<file path="src/rtl/uart_transmitter.sv">
// UART transmitter: 8 data bits LSB first, even parity, one stop bit.
// Bit timing is 16 ticks of a divider selected by baud_select.
module uart_transmitter #(
  parameter int unsigned CLK_HZ = 50_000_000
) (
  input  logic       clk,
  input  logic       reset,
  input  logic [2:0] baud_select,
  input  logic       Tx_EN,
  input  logic       Tx_WR,
  input  logic [7:0] Tx_DATA,
  output logic       TxD,
  output logic       Tx_BUSY,
  output logic       Tx_DONE
);

  localparam int unsigned DIV_W = 14;

  // Rounded clocks per 16x tick for a given baud rate
  function automatic logic [DIV_W-1:0] div_of(input int unsigned baud);
    return DIV_W'((CLK_HZ + 8 * baud) / (16 * baud));
  endfunction

  localparam logic [DIV_W-1:0] DIV_300    = div_of(300);
  localparam logic [DIV_W-1:0] DIV_1200   = div_of(1200);
  localparam logic [DIV_W-1:0] DIV_4800   = div_of(4800);
  localparam logic [DIV_W-1:0] DIV_9600   = div_of(9600);
  localparam logic [DIV_W-1:0] DIV_19200  = div_of(19200);
  localparam logic [DIV_W-1:0] DIV_38400  = div_of(38400);
  localparam logic [DIV_W-1:0] DIV_57600  = div_of(57600);
  localparam logic [DIV_W-1:0] DIV_115200 = div_of(115200);

  typedef enum logic [2:0] {IDLE, START, DATA, PARITY, STOP} state_t;

  state_t           state, state_nxt;
  logic [DIV_W-1:0] div_cnt, div_cnt_nxt;
  logic [DIV_W-1:0] div_lat, div_lat_nxt;
  logic [DIV_W-1:0] div_sel;
  logic [3:0]       sample_cnt, sample_cnt_nxt;
  logic [3:0]       bit_idx, bit_idx_nxt;
  logic [7:0]       shift, shift_nxt;
  logic             parity, parity_nxt;
  logic             txd_nxt, busy_nxt, done_nxt;
  logic             tick;

  always_comb begin
    case (baud_select)
      3'b000:  div_sel = DIV_300;
      3'b001:  div_sel = DIV_1200;
      3'b010:  div_sel = DIV_4800;
      3'b011:  div_sel = DIV_9600;
      3'b100:  div_sel = DIV_19200;
      3'b101:  div_sel = DIV_38400;
      3'b110:  div_sel = DIV_57600;
      default: div_sel = DIV_115200;
    endcase
  end

  // Next-state and next-output logic; divider is frozen at 0 while idle
  always_comb begin
    state_nxt      = state;
    div_cnt_nxt    = div_cnt;
    div_lat_nxt    = div_lat;
    sample_cnt_nxt = sample_cnt;
    bit_idx_nxt    = bit_idx;
    shift_nxt      = shift;
    parity_nxt     = parity;
    txd_nxt        = TxD;
    busy_nxt       = Tx_BUSY;
    done_nxt       = 1'b0;
    tick           = (div_cnt == div_lat - DIV_W'(1));

    if (state == IDLE) begin
      div_cnt_nxt = '0;
      if (Tx_WR && Tx_EN) begin
        state_nxt      = START;
        shift_nxt      = Tx_DATA;
        parity_nxt     = ^Tx_DATA;
        div_lat_nxt    = div_sel;
        sample_cnt_nxt = '0;
        bit_idx_nxt    = '0;
        txd_nxt        = 1'b0;
        busy_nxt       = 1'b1;
      end
    end else begin
      div_cnt_nxt = tick ? '0 : div_cnt + DIV_W'(1);
      if (tick) begin
        sample_cnt_nxt = sample_cnt + 4'd1;
        if (sample_cnt == 4'd15) begin
          case (state)
            START: begin
              state_nxt   = DATA;
              bit_idx_nxt = '0;
              txd_nxt     = shift[0];
              shift_nxt   = shift >> 1;
            end
            DATA: begin
              if (bit_idx == 4'd7) begin
                state_nxt = PARITY;
                txd_nxt   = parity;
              end else begin
                bit_idx_nxt = bit_idx + 4'd1;
                txd_nxt     = shift[0];
                shift_nxt   = shift >> 1;
              end
            end
            PARITY: begin
              state_nxt = STOP;
              txd_nxt   = 1'b1;
            end
            STOP: begin
              state_nxt = IDLE;
              txd_nxt   = 1'b1;
              busy_nxt  = 1'b0;
              done_nxt  = 1'b1;
            end
            default: state_nxt = IDLE;
          endcase
        end
      end
    end
  end

  always_ff @(posedge clk) begin
    if (reset) begin
      state      <= IDLE;
      div_cnt    <= '0;
      div_lat    <= '0;
      sample_cnt <= '0;
      bit_idx    <= '0;
      shift      <= '0;
      parity     <= 1'b0;
      TxD        <= 1'b1;
      Tx_BUSY    <= 1'b0;
      Tx_DONE    <= 1'b0;
    end else begin
      state      <= state_nxt;
      div_cnt    <= div_cnt_nxt;
      div_lat    <= div_lat_nxt;
      sample_cnt <= sample_cnt_nxt;
      bit_idx    <= bit_idx_nxt;
      shift      <= shift_nxt;
      parity     <= parity_nxt;
      TxD        <= txd_nxt;
      Tx_BUSY    <= busy_nxt;
      Tx_DONE    <= done_nxt;
    end
  end

endmodule
</file>
<file path="config.mk">
export PLATFORM = sky130hd
export DESIGN_NAME = uart_transmitter
export DESIGN_NICKNAME = d
export VERILOG_FILES = /design/src/rtl/uart_transmitter.sv
export SDC_FILE = /design/constraint.sdc
export NUM_CORES = 1
export LEC_CHECK = 0
export BUFFER_PORTS_ARGS = -buffer_cell sky130_fd_sc_hd__buf_2
export CELL_PAD_IN_SITES_DETAIL_PLACEMENT = 1
export CELL_PAD_IN_SITES_GLOBAL_PLACEMENT = 2
export CORE_MARGIN = 4
export CORE_UTILIZATION = 30
export CTS_BUF_LIST = sky130_fd_sc_hd__clkbuf_2 sky130_fd_sc_hd__clkbuf_4 sky130_fd_sc_hd__clkbuf_8
export DETAILED_ROUTE_END_ITERATION = 7
export PLACE_DENSITY = 0.65
export SYNTH_ARGS = -nofsm -noshare
export SYNTH_HDL_FRONTEND = slang
export SYNTH_SLANG_ARGS = --single-unit
</file>
<file path="constraint.sdc">
create_clock -name clk -period 3.3 [get_ports clk]
set_input_delay 0.33 -clock clk [delete_from_list [all_inputs] [get_ports clk]]
set_output_delay 0.33 -clock clk [all_outputs]
set_load 0.01 [all_outputs]
</file>
==> results of run 1 <==
[metal layers]
metal / part of all wire, % / GRT usage, % / wire length (um) / up-vias
met1: 52 / 21.53 / 4145 / 1260
met5: 0 / 0 / 0 / -
li1: - / - / - / 1301
met4: 0.77 / 2.905 / 61 / 0
met2: 44 / 23.27 / 3502 / 31
met3: 2.9 / 2.327 / 232 / 5
[path summary, 6_finish.rpt]
kind	from	end	slack, ns	cells after the start
setup reg to reg	div_lat[0]$_SDFFE_PP0P_	shift[4]$_SDFFE_PP0P_	0.23	8
hold / removal	Tx_DATA[7]	shift[7]$_SDFFE_PP0P_	0.32	3
hold reg to reg	Tx_BUSY$_SDFFE_PP0P_	Tx_BUSY$_SDFFE_PP0P_	0.48	2
setup / recovery	div_lat[0]$_SDFFE_PP0P_	shift[4]$_SDFFE_PP0P_	0.23	8
[worst max-delay path, delay by kind of cell, from the launching register on]
kind                     cells  cell delay [ns]
AND/OR/NAND/NOR              3             1.20
flip-flops                   1             0.46
adder cells (fa/ha/maj)      1             0.22
buffers and inverters        1             0.07
AO/OA/AOI/OAI                3             1.02
[metrics by stage]
stage	cells	hold slack [ns]	setup slack [ns]
after detailed placement	488	0.4745	0.2259
after floorplan	360	0.4463	0.4053
final	495	0.3241	0.2281
after CTS	495	0.3171	0.1970
after global placement	488	0.4693	0.3059
after global routing	495	0.3220	0.03075
[flip-flops by register name, indices dropped and copies added, names as in the netlist]
name and count:
bit_idx 4, div_lat 12, parity 1, sample_cnt 4, shift 8, state 3, Tx_DONE 1, div_cnt 14
Tx_BUSY 1, TxD 1
[Yosys cell counts, types with 7 or more instances]
| library cell | count |
|---|---|
| nand3_1 | 13 |
| nor3_1 | 9 |
| nor2_1 | 59 |
| nand2_1 | 25 |
| xor2_1 | 16 |
| inv_1 | 7 |
| a21oi_1 | 18 |
| dfxtp_1 | 49 |
| o221a_1 | 7 |
| a211oi_1 | 7 |
| clkbuf_1 | 22 |
| or3_1 | 9 |
| o21ai_0 | 12 |
| xnor2_1 | 17 |
| nor4_1 | 7 |
[layout by cell type (no fill, tap or decap), types with 3 or more instances in the layout]
| cell | Yosys | routed |
|---|---|---|
| o221a_1 | 7 | 7 |
| o31ai_1 | 5 | 5 |
| inv_1 | 7 | 7 |
| nand4_1 | 5 | 5 |
| xnor2_1 | 17 | 17 |
| a31oi_1 | 5 | 5 |
| o2111ai_1 | 3 | 3 |
| o21ai_0 | 12 | 12 |
| nor3_1 | 9 | 9 |
| or3_1 | 9 | 9 |
| mux2i_1 | 3 | 3 |
| nor2_1 | 59 | 59 |
| or4_1 | 5 | 5 |
| buf_4 | 0 | 8 |
| nand3_1 | 13 | 13 |
| a21oi_1 | 18 | 18 |
| ha_1 | 4 | 4 |
| and3_1 | 4 | 4 |
| nand2_1 | 25 | 25 |
| nor4_1 | 7 | 6 |
| xor2_1 | 16 | 16 |
| buf_2 | 4 | 17 |
| and2_1 | 3 | 3 |
| a211oi_1 | 7 | 7 |
| o211ai_1 | 5 | 5 |
| nor2b_1 | 5 | 5 |
| o21a_1 | 3 | 3 |
| clkbuf_8 | 0 | 6 |
| dfxtp_1 | 49 | 49 |
[kinds of logic after synthesis]
logic type	Yosys count	share of synthesized area, %
adders and majority gates	4	1.758
AOI/OAI and AO/OA	82	20.53
buffers and inverters	33	4.528
xor gates and xnor gates	33	10.15
and+or+nand+nor	155	27.12
muxes	4	1.451
DFF	49	34.46
[final cells by class]
cell class | instances | share of cell area (%)
multi-input combinational | 278 | 55.41
clock inverter | 1 | 0.2385
sequential | 49 | 31.16
timing repair buffer | 25 | 4.610
tap | 129 | 5.127
inverter | 7 | 0.8347
clock buffer | 6 | 2.623
[power by group through the flow]
stage	Clock, W	Sequential [W]	Combinational, W
floorplan	0	0.000644	0.000202
global placement	0	0.000655	0.000265
detailed placement	0	0.000656	0.000268
CTS	0.000402	0.000642	0.000270
global route	0.000422	0.000647	0.000305
finish	0.000377	0.000642	0.000271
[repair_timing]
| item | CTS | global route |
|---|---|---|
| hold endpoints to repair | 0 | 0 |
| endpoints found under the setup margin | 0 | 8 |
| resized for setup | 0 | 2 |
==> impl_metrics.py, run 1 <==
metrics = {
    "sta": {
        "finalSetupTns_ns": 0,
        "setup_viol": 0,
        "final.setup_skew_ns": 0.007492,
        "hold_viol": 0,
        "slew_violations": 0,
        "finalCritPeriodShare_pct": 93.09,
        "relSlewSlack_pct": 54.04,
        "min_period_ns": 3.072,
        "rsz0062_at_grt": "no",
        "max_freq_mhz": 325.5,
        "worst_slew_pin_slew_ns": 0.6869,
    },
    "place": {
        "postPlaceCellArea_um2": 3050,
        "port_buffers": 17,
        "gp_congestion": 0.8757,
        "dp_hpwl_mm": 5.821,
    },
    "die": {
        "dieWidth_um": 105.4,
        "core-area_um2": 9240,
        "num_rows": 35,
        "die-area_um2": 11110,
        "ios": 18,
        "die_h_um": 105.4,
        "start_util_pct": 30.81,
    },
    "routing": {
        "vias_per_cell": 5.246,
        "drtPass1Iterations": 4,
        "ant_nets": 0,
        "remaining_drc_errors": 0,
        "dr.first_iter.drc_count": 166,
        "num_vias": 2597,
        "drt_wl_total_mm": 7.941,
        "wl_per_cell_um": 16.04,
    },
    "worst_setup_path": {
        "crit_fanout": 17,
        "max_stage_delay_ns": 0.54,
        "crit_chain": "inv_1, ha_1, a2111oi_1, o22ai_1, nor4_2, nand3_4, or3_1, o221a_1",
        "cpMaxStageDelayCell": "or3_1",
        "endpoint_kind": "register",
        "worstPathArrival_ns": 3.27,
        "cp.required_ns": 3.50,
        "path_class": "reg -> reg",
        "start_kind": "register",
    },
    "pwr": {
        "p_comb_share_pct": 21.0,
        "p_seq_share_pct": 49.8,
        "p_leak_nw": 1.112,
        "clock_power_share_pct": 29.2,
        "ir_drop_mv": 0.1557,
        "power_w": 0.001290,
        "internal-power_w": 0.0008895,
        "swShare_pct": 31.02,
        "p_switching_w": 0.0004000,
        "power_density_nw_per_um2": 409.6,
    },
    "layout": {
        "regArea_um2": 980.9,
        "final_util_pct": 34.07,
        "layout-drive-gt1-share_pct": 11.48,
        "multi_input_area_um2": 1744,
        "design_area_um2": 3148,
        "syn_to_final_growth_pct": 10.59,
        "antenna_cells": 0,
        "layout.nets": 385,
        "fill_cells": 1118,
    },
    "synthesis": {
        "syn_nets": 379,
        "async_reset_ff_share_pct": 0,
        "post_synth.cell_area_avg_um2": 7.907,
        "yosysWarnings": 0,
        "synthesis.area_um2": 2846,
        "synth-main-ff-cell": "dfxtp_1",
        "ys_ff_latch": 49,
        "synthDominantCellAreaShare_pct": 34.46,
        "yosysTopAreaCell": "dfxtp_1",
        "synth-edff-count": 0,
        "yosysUniqueCellTypes": 51,
        "synth_cells": 360,
        "synth-seq-area-share_pct": 34.46,
        "yosys-top-cells-area": "dfxtp_1 (34%), nor2_1 (7.8%), xnor2_1 (5.2%)",
    },
    "cts": {
        "hold_buffers": 0,
        "root_buffer": "clkbuf_8",
        "ctsHtreeMaxLevel": 2,
        "path_clk_slew_ns": 0.09,
        "insertion_delay_ns": 0.30,
        "cts_tree": "yes",
        "cts_sinks": 49,
        "cts_setup_buffers": 0,
        "numCtsBuffers": 5,
        "clk_path_buf_depth": 2,
    },
    "worst_hold_path": {
        "hold_class": "in -> reg",
    },
    "run_status": {
        "status": "finished, final reports clean",
    },
    "grt": {
        "antenna_found_initial": 0,
        "grt_pass1_vias": 2613,
        "grt_pass1_wl_mm": 13.52,
        "grt_max_degree": 36,
        "grtUsageTotal_pct": 14.84,
        "grt-ovfl-total": 0,
    },
    "run": {
        "cap_violations": 0,
    },
}
Note: power is estimated with default switching activity, not from simulation.
==> run 2, diff against run 1 <==
Settings changed: CORE_MARGIN 4 to 3.
==> impl_metrics.py, run 2 (same netlist as run 1, synthesis figures left out) <==
metrics = {
    "grt": {
        "antenna_found_initial": 0,
        "use_met1_pct": 23.90,
        "grt_pass1_wl_mm": 13.52,
        "grt_pass1_vias": 2600,
        "grtUsageTotal_pct": 16.05,
        "busiest_layer": "met2",
        "grt_max_degree": 28,
        "met3_usage_pct": 3.622,
        "grt_use_met2_pct": 24.12,
        "grt-ovfl-total": 0,
    },
    "layout": {
        "layout-drive-gt1-share_pct": 12.43,
        "largestRegisters": "div_cnt: 14 flops, div_lat: 12 flops, shift: 8 flops",
        "antenna_cells": 0,
        "largest_reg_flops": 14,
        "fill_cells": 1096,
        "layout.nets": 388,
        "largest_register": "div_cnt",
        "layout_commonest_cell": "nor2_1",
        "syn_to_final_growth_pct": 11.56,
        "final_cell_mix": "nor2_1 (59), dfxtp_1 (49), nand2_1 (25), a21oi_1 (18)",
        "design_area_um2": 3176,
    },
    "routing": {
        "ant_nets": 0,
        "drt_wl_total_mm": 8.099,
        "num_vias": 2633,
        "drtPass1Iterations": 4,
        "vias_per_cell": 5.308,
        "dr.first_iter.drc_count": 97,
        "wl_per_cell_um": 16.33,
        "remaining_drc_errors": 0,
    },
    "worst_setup_path": {
        "cpMaxStageDelayCell": "or4_4",
        "critPathBufInv": 0,
        "r2r_setup_slack_ns": 0.28,
        "regToRegStartpoint": "div_lat[2]$_SDFFE_PP0P_",
        "r2r_cells": 7,
        "cp.required_ns": 3.50,
        "max_stage_delay_ns": 0.60,
        "r2r_end": "shift[5]$_SDFFE_PP0P_",
        "endpoint_kind": "register",
        "crit_family": "simple AND/OR/NAND/NOR gates",
        "start_kind": "register",
        "path_class": "reg -> reg",
        "worstPathArrival_ns": 3.22,
        "crit_chain": "or4_4, or4_1, a21oi_1, a211o_2, nand3_4, or3_1, o221a_1",
        "crit_fanout": 17,
    },
    "place": {
        "gp_congestion": 0.8121,
        "dp_hpwl_mm": 5.964,
        "postPlaceCellArea_um2": 3069,
        "port_buffers": 17,
    },
    "cts": {
        "ctsHtreeMaxLevel": 2,
        "path_clk_slew_ns": 0.11,
        "root_buffer": "clkbuf_8",
        "numCtsBuffers": 5,
        "cts_tree": "yes",
        "hold_buffers": 0,
        "insertion_delay_ns": 0.31,
        "cts_sinks": 49,
        "clk_path_buf_depth": 2,
    },
    "sta": {
        "max_freq_mhz": 331.1,
        "setup_viol": 0,
        "relSlewSlack_pct": 66.66,
        "slew_violations": 0,
        "finalCritPeriodShare_pct": 91.52,
        "worst_slew_pin_slew_ns": 0.4960,
        "final.setup_skew_ns": 0.01560,
        "finalSetupTns_ns": 0,
        "rsz0062_at_grt": "no",
        "whs_ns": 0.3267,
        "min_period_ns": 3.020,
        "hold_viol": 0,
    },
    "worst_hold_path": {
        "hold_depth": 3,
        "min_to": "shift[7]$_SDFFE_PP0P_",
        "hold_class": "in -> reg",
        "hp-start": "Tx_DATA[7]",
    },
    "die": {
        "start_util_pct": 31.71,
        "ios": 18,
        "die-area_um2": 10690,
        "core-area_um2": 8976,
        "dieWidth_um": 103.4,
        "die_h_um": 103.4,
        "num_rows": 34,
    },
    "pwr": {
        "power_density_nw_per_um2": 412.1,
        "p_leak_nw": 1.131,
        "ir_drop_mv": 0.1626,
    },
    "run": {
        "cap_violations": 0,
    },
    "run_status": {
        "status": "finished, final reports clean",
    },
}
-- run 2: cell types whose count changed in the layout (fill, tap and decap cells not counted), sizes merged --
| cell | previous run | this run |
|---|---|---|
| inv | 7 | 8 |
| buf | 25 | 28 |
-- run 2: final cells by class --
class,count,area [um2],area share (%)
Multi-Input combinational cell,278,1744,54.92
Sequential cell,49,980.9,30.89
Tap cell,126,157.7,4.965
Clock inverter,2,16.27,0.5122
Inverter,7,26.28,0.8274
Timing Repair Buffer,28,167.7,5.280
Clock buffer,6,82.58,2.600
-- run 2: worst max path at each step --
stage | startpoint | end | cells past startpoint
floorplan | div_lat[0]$_SDFFE_PP0P_ | shift[1]$_SDFFE_PP0P_ | 11
global placement | div_lat[0]$_SDFFE_PP0P_ | shift[4]$_SDFFE_PP0P_ | 8
detailed placement | div_lat[0]$_SDFFE_PP0P_ | shift[4]$_SDFFE_PP0P_ | 8
CTS | div_lat[0]$_SDFFE_PP0P_ | shift[5]$_SDFFE_PP0P_ | 8
global route | div_lat[0]$_SDFFE_PP0P_ | shift[6]$_SDFFE_PP0P_ | 8
finish | div_lat[2]$_SDFFE_PP0P_ | shift[5]$_SDFFE_PP0P_ | 7
-- run 2: worst min-delay path: stages --
cell and delay [ns]:
buf_2 0.12, nand4_1 0.07, a21oi_1 0.06
-- run 2: stage by stage --
stage | setup slack (ns) | total power (W) | cells | utilization, %
after floorplan | 0.4053 | 0.0008454 | 360 | -
after global placement | 0.3207 | 0.0009226 | 488 | 34.19
after detailed placement | 0.2711 | 0.0009258 | 488 | 34.19
after CTS | 0.2301 | 0.001329 | 496 | 35.29
after global routing | 0.09273 | 0.001391 | 496 | 35.38
final | 0.2799 | 0.001309 | 496 | 35.38
-- run 2: where the power goes --
group          leakage (nW)  switching (W)  internal, W
clock                0.0478       0.000221     0.000173
sequential            0.398      0.0000282     0.000615
combinational         0.686       0.000162     0.000110
total                  1.13       0.000411     0.000898
-- run 2: per-layer routing --
metal / vias up / share of wire, %
met1: 1279 / 53
met5: - / 0
met2: 44 / 43
li1: 1308 / -
met3: 2 / 4.3
met4: 0 / 0.38
-- run 2: repair_timing --
action,4_1_cts,5_1_grt
buffers inserted,0,0
setup endpoints to repair,0,7
resized for setup,0,2
==> run 3, diff against run 2 <==
Settings changed: ABC_AREA set to 1, CAP_MARGIN set to 25, CORE_UTILIZATION 30 to 36, PLACE_DENSITY 0.65 to 0.79.
==> impl_metrics.py, run 3 <==
metrics = {
    "worst_setup_path": {
        "max_stage_delay_ns": 0.43,
        "endpoint_kind": "register",
        "crit_chain": "nor2_1, inv_2, nor2_2, inv_2, nor2_4, inv_2, o21ai_4, nand2_2, nor2_4, nand2_2, nand2_1, a21oi_2",
        "cp.required_ns": 3.47,
        "crit_family": "simple AND/OR/NAND/NOR gates",
        "start_kind": "register",
        "cpMaxStageDelayCell": "nor2_2",
        "crit_fanout": 17,
        "critPathBufInv": 3,
        "worstPathArrival_ns": 3.05,
        "cp_common_cell": "inv_2",
        "path_class": "reg -> reg",
    },
    "layout": {
        "largest_register": "div_cnt",
        "largest_reg_flops": 14,
        "layout-drive-gt1-share_pct": 15.38,
        "syn_to_final_growth_pct": 8.817,
        "layout.nets": 460,
        "final_cell_mix": "nand2_1 (127), nor2_1 (50), dfxtp_1 (49), inv_1 (42), nand3_1 (27)",
        "largestRegisters": "div_cnt: 14 flops, div_lat: 12 flops, shift: 8 flops",
        "design_area_um2": 3212,
        "layout_commonest_cell": "nand2_1",
        "antenna_cells": 0,
    },
    "grt": {
        "met3_usage_pct": 2.866,
        "grtUsageTotal_pct": 17.61,
        "antenna_found_initial": 0,
        "grt_pass1_vias": 2778,
        "grt-ovfl-total": 0,
        "use_met1_pct": 21.55,
        "grt_pass1_wl_mm": 12.81,
        "busiest_layer": "met2",
        "grt_max_degree": 30,
        "grt_use_met2_pct": 32.18,
    },
    "die": {
        "die-area_um2": 9321,
        "die_h_um": 96.55,
        "num_rows": 32,
        "start_util_pct": 37.61,
        "ios": 18,
        "dieWidth_um": 96.55,
        "core-area_um2": 7848,
    },
    "worst_hold_path": {
        "hold_class": "in -> reg",
    },
    "cts": {
        "cts_sinks": 49,
        "cts_setup_buffers": 0,
        "hold_buffers": 0,
        "numCtsBuffers": 5,
        "cts_tree": "yes",
        "clk_path_buf_depth": 2,
        "insertion_delay_ns": 0.31,
        "root_buffer": "clkbuf_8",
        "path_clk_slew_ns": 0.10,
        "ctsHtreeMaxLevel": 2,
        "cts_resized": 0,
    },
    "sta": {
        "setup_viol": 0,
        "whs_ns": 0.2980,
        "rsz0062_at_grt": "no",
        "hold_viol": 0,
        "finalCritPeriodShare_pct": 87.46,
        "relSlewSlack_pct": 57.52,
        "finalSetupTns_ns": 0,
        "slew_violations": 0,
        "worst_slew_pin_slew_ns": 0.6372,
        "min_period_ns": 2.886,
        "max_freq_mhz": 346.5,
        "final.setup_skew_ns": 0.01044,
    },
    "routing": {
        "drtPass1Iterations": 4,
        "dr.first_iter.drc_count": 77,
        "vias_per_cell": 4.978,
        "num_vias": 2708,
        "wl_per_cell_um": 13.88,
        "remaining_drc_errors": 0,
        "drt_wl_total_mm": 7.549,
        "ant_nets": 0,
    },
    "place": {
        "postPlaceCellArea_um2": 3092,
        "gp_congestion": 0.7980,
        "dp_hpwl_mm": 5.970,
        "port_buffers": 17,
    },
    "synthesis": {
        "ys_ff_latch": 49,
        "synthesis.area_um2": 2952,
        "synth-main-ff-cell": "dfxtp_1",
        "async_reset_ff_share_pct": 0,
        "post_synth.cell_area_avg_um2": 6.896,
        "yosysWarnings": 0,
        "synth-seq-area-share_pct": 33.23,
        "synthTopCellsByCount": "nand2_1 (127), nor2_1 (50), dfxtp_1 (49)",
        "synth-edff-count": 0,
        "yosys-top-cells-area": "dfxtp_1 (33%), nand2_1 (16%), nor2_1 (6.4%)",
        "yosysMostFrequentCell": "nand2_1",
        "yosysTopAreaCell": "dfxtp_1",
        "synth_cells": 428,
        "yosysUniqueCellTypes": 41,
        "synthDominantCellAreaShare_pct": 33.23,
        "syn_nets": 447,
    },
    "run": {
        "cap_violations": 0,
    },
    "run_status": {
        "status": "finished, final reports clean",
    },
    "pwr": {
        "p_leak_nw": 1.357,
        "ir_drop_mv": 0.1962,
        "power_density_nw_per_um2": 550.9,
    },
}
[run 3: area by class of cell]
cell class | count | area [um2]
clock inverter | 1 | 30.03
sequential | 49 | 980.9
multi-input combinational | 320 | 1718
inverter | 48 | 180.2
fill | 1053 | 4636
timing repair buffer | 17 | 85.08
clock buffer | 7 | 90.09
tap | 102 | 127.6
[run 3: kinds of logic after synthesis]
kind of cell	share of synthesized area [%]
simple gates	39.68
buf+inv	8.563
compound gates	11.49
flops	33.23
xor+xnor	5.341
fa+ha+maj	1.696
[run 3: worst register-to-register path, cell delays in order, from the launching register on]
cell and delay, ns:
dfxtp_1 0.36, nor2_1 0.19, inv_2 0.08, nor2_2 0.43, inv_2 0.28, nor2_4 0.24, inv_2 0.18, o21ai_4 0.15
nand2_2 0.09, nor2_4 0.31, nand2_2 0.24, nand2_1 0.13, a21oi_2 0.05
[run 3: metrics by stage]
step	std cells	util [%]	worst slack [ns]	total power (W)
floorplan	428	-	1.334	0.001204
global placement	536	39.40	0.5383	0.001306
detailed placement	536	39.40	0.4480	0.001318
CTS	544	40.93	0.4111	0.001796
global route	544	40.93	0.1161	0.001902
finish	544	40.93	0.4139	0.001769
[run 3: power by group]
part           internal (W)  leakage [nW]  switching [W]
logic              0.000189         0.897       0.000428
clock network      0.000256        0.0619       0.000218
registers          0.000636         0.398      0.0000425
total               0.00108          1.36       0.000689
[run 3: path summary, 6_finish.rpt]
path                         start                    end  slack [ns]  depth (start not counted)
max reg2reg  state[0]$_SDFFE_PP0P_  shift[3]$_SDFFE_PP0P_        0.41                         12
min reg2reg  shift[0]$_SDFFE_PP0P_  shift[0]$_SDFFE_PP0P_        0.47                          2
min                     Tx_DATA[7]  shift[7]$_SDFFE_PP0P_        0.30                          3
max          state[0]$_SDFFE_PP0P_  shift[3]$_SDFFE_PP0P_        0.41                         12
[run 3: per-layer routing]
metal	routed length (um)	vias up
li1	-	1394
met1	3497	1288
met2	3846	19
met3	138	7
met4	68	0
met5	0	-
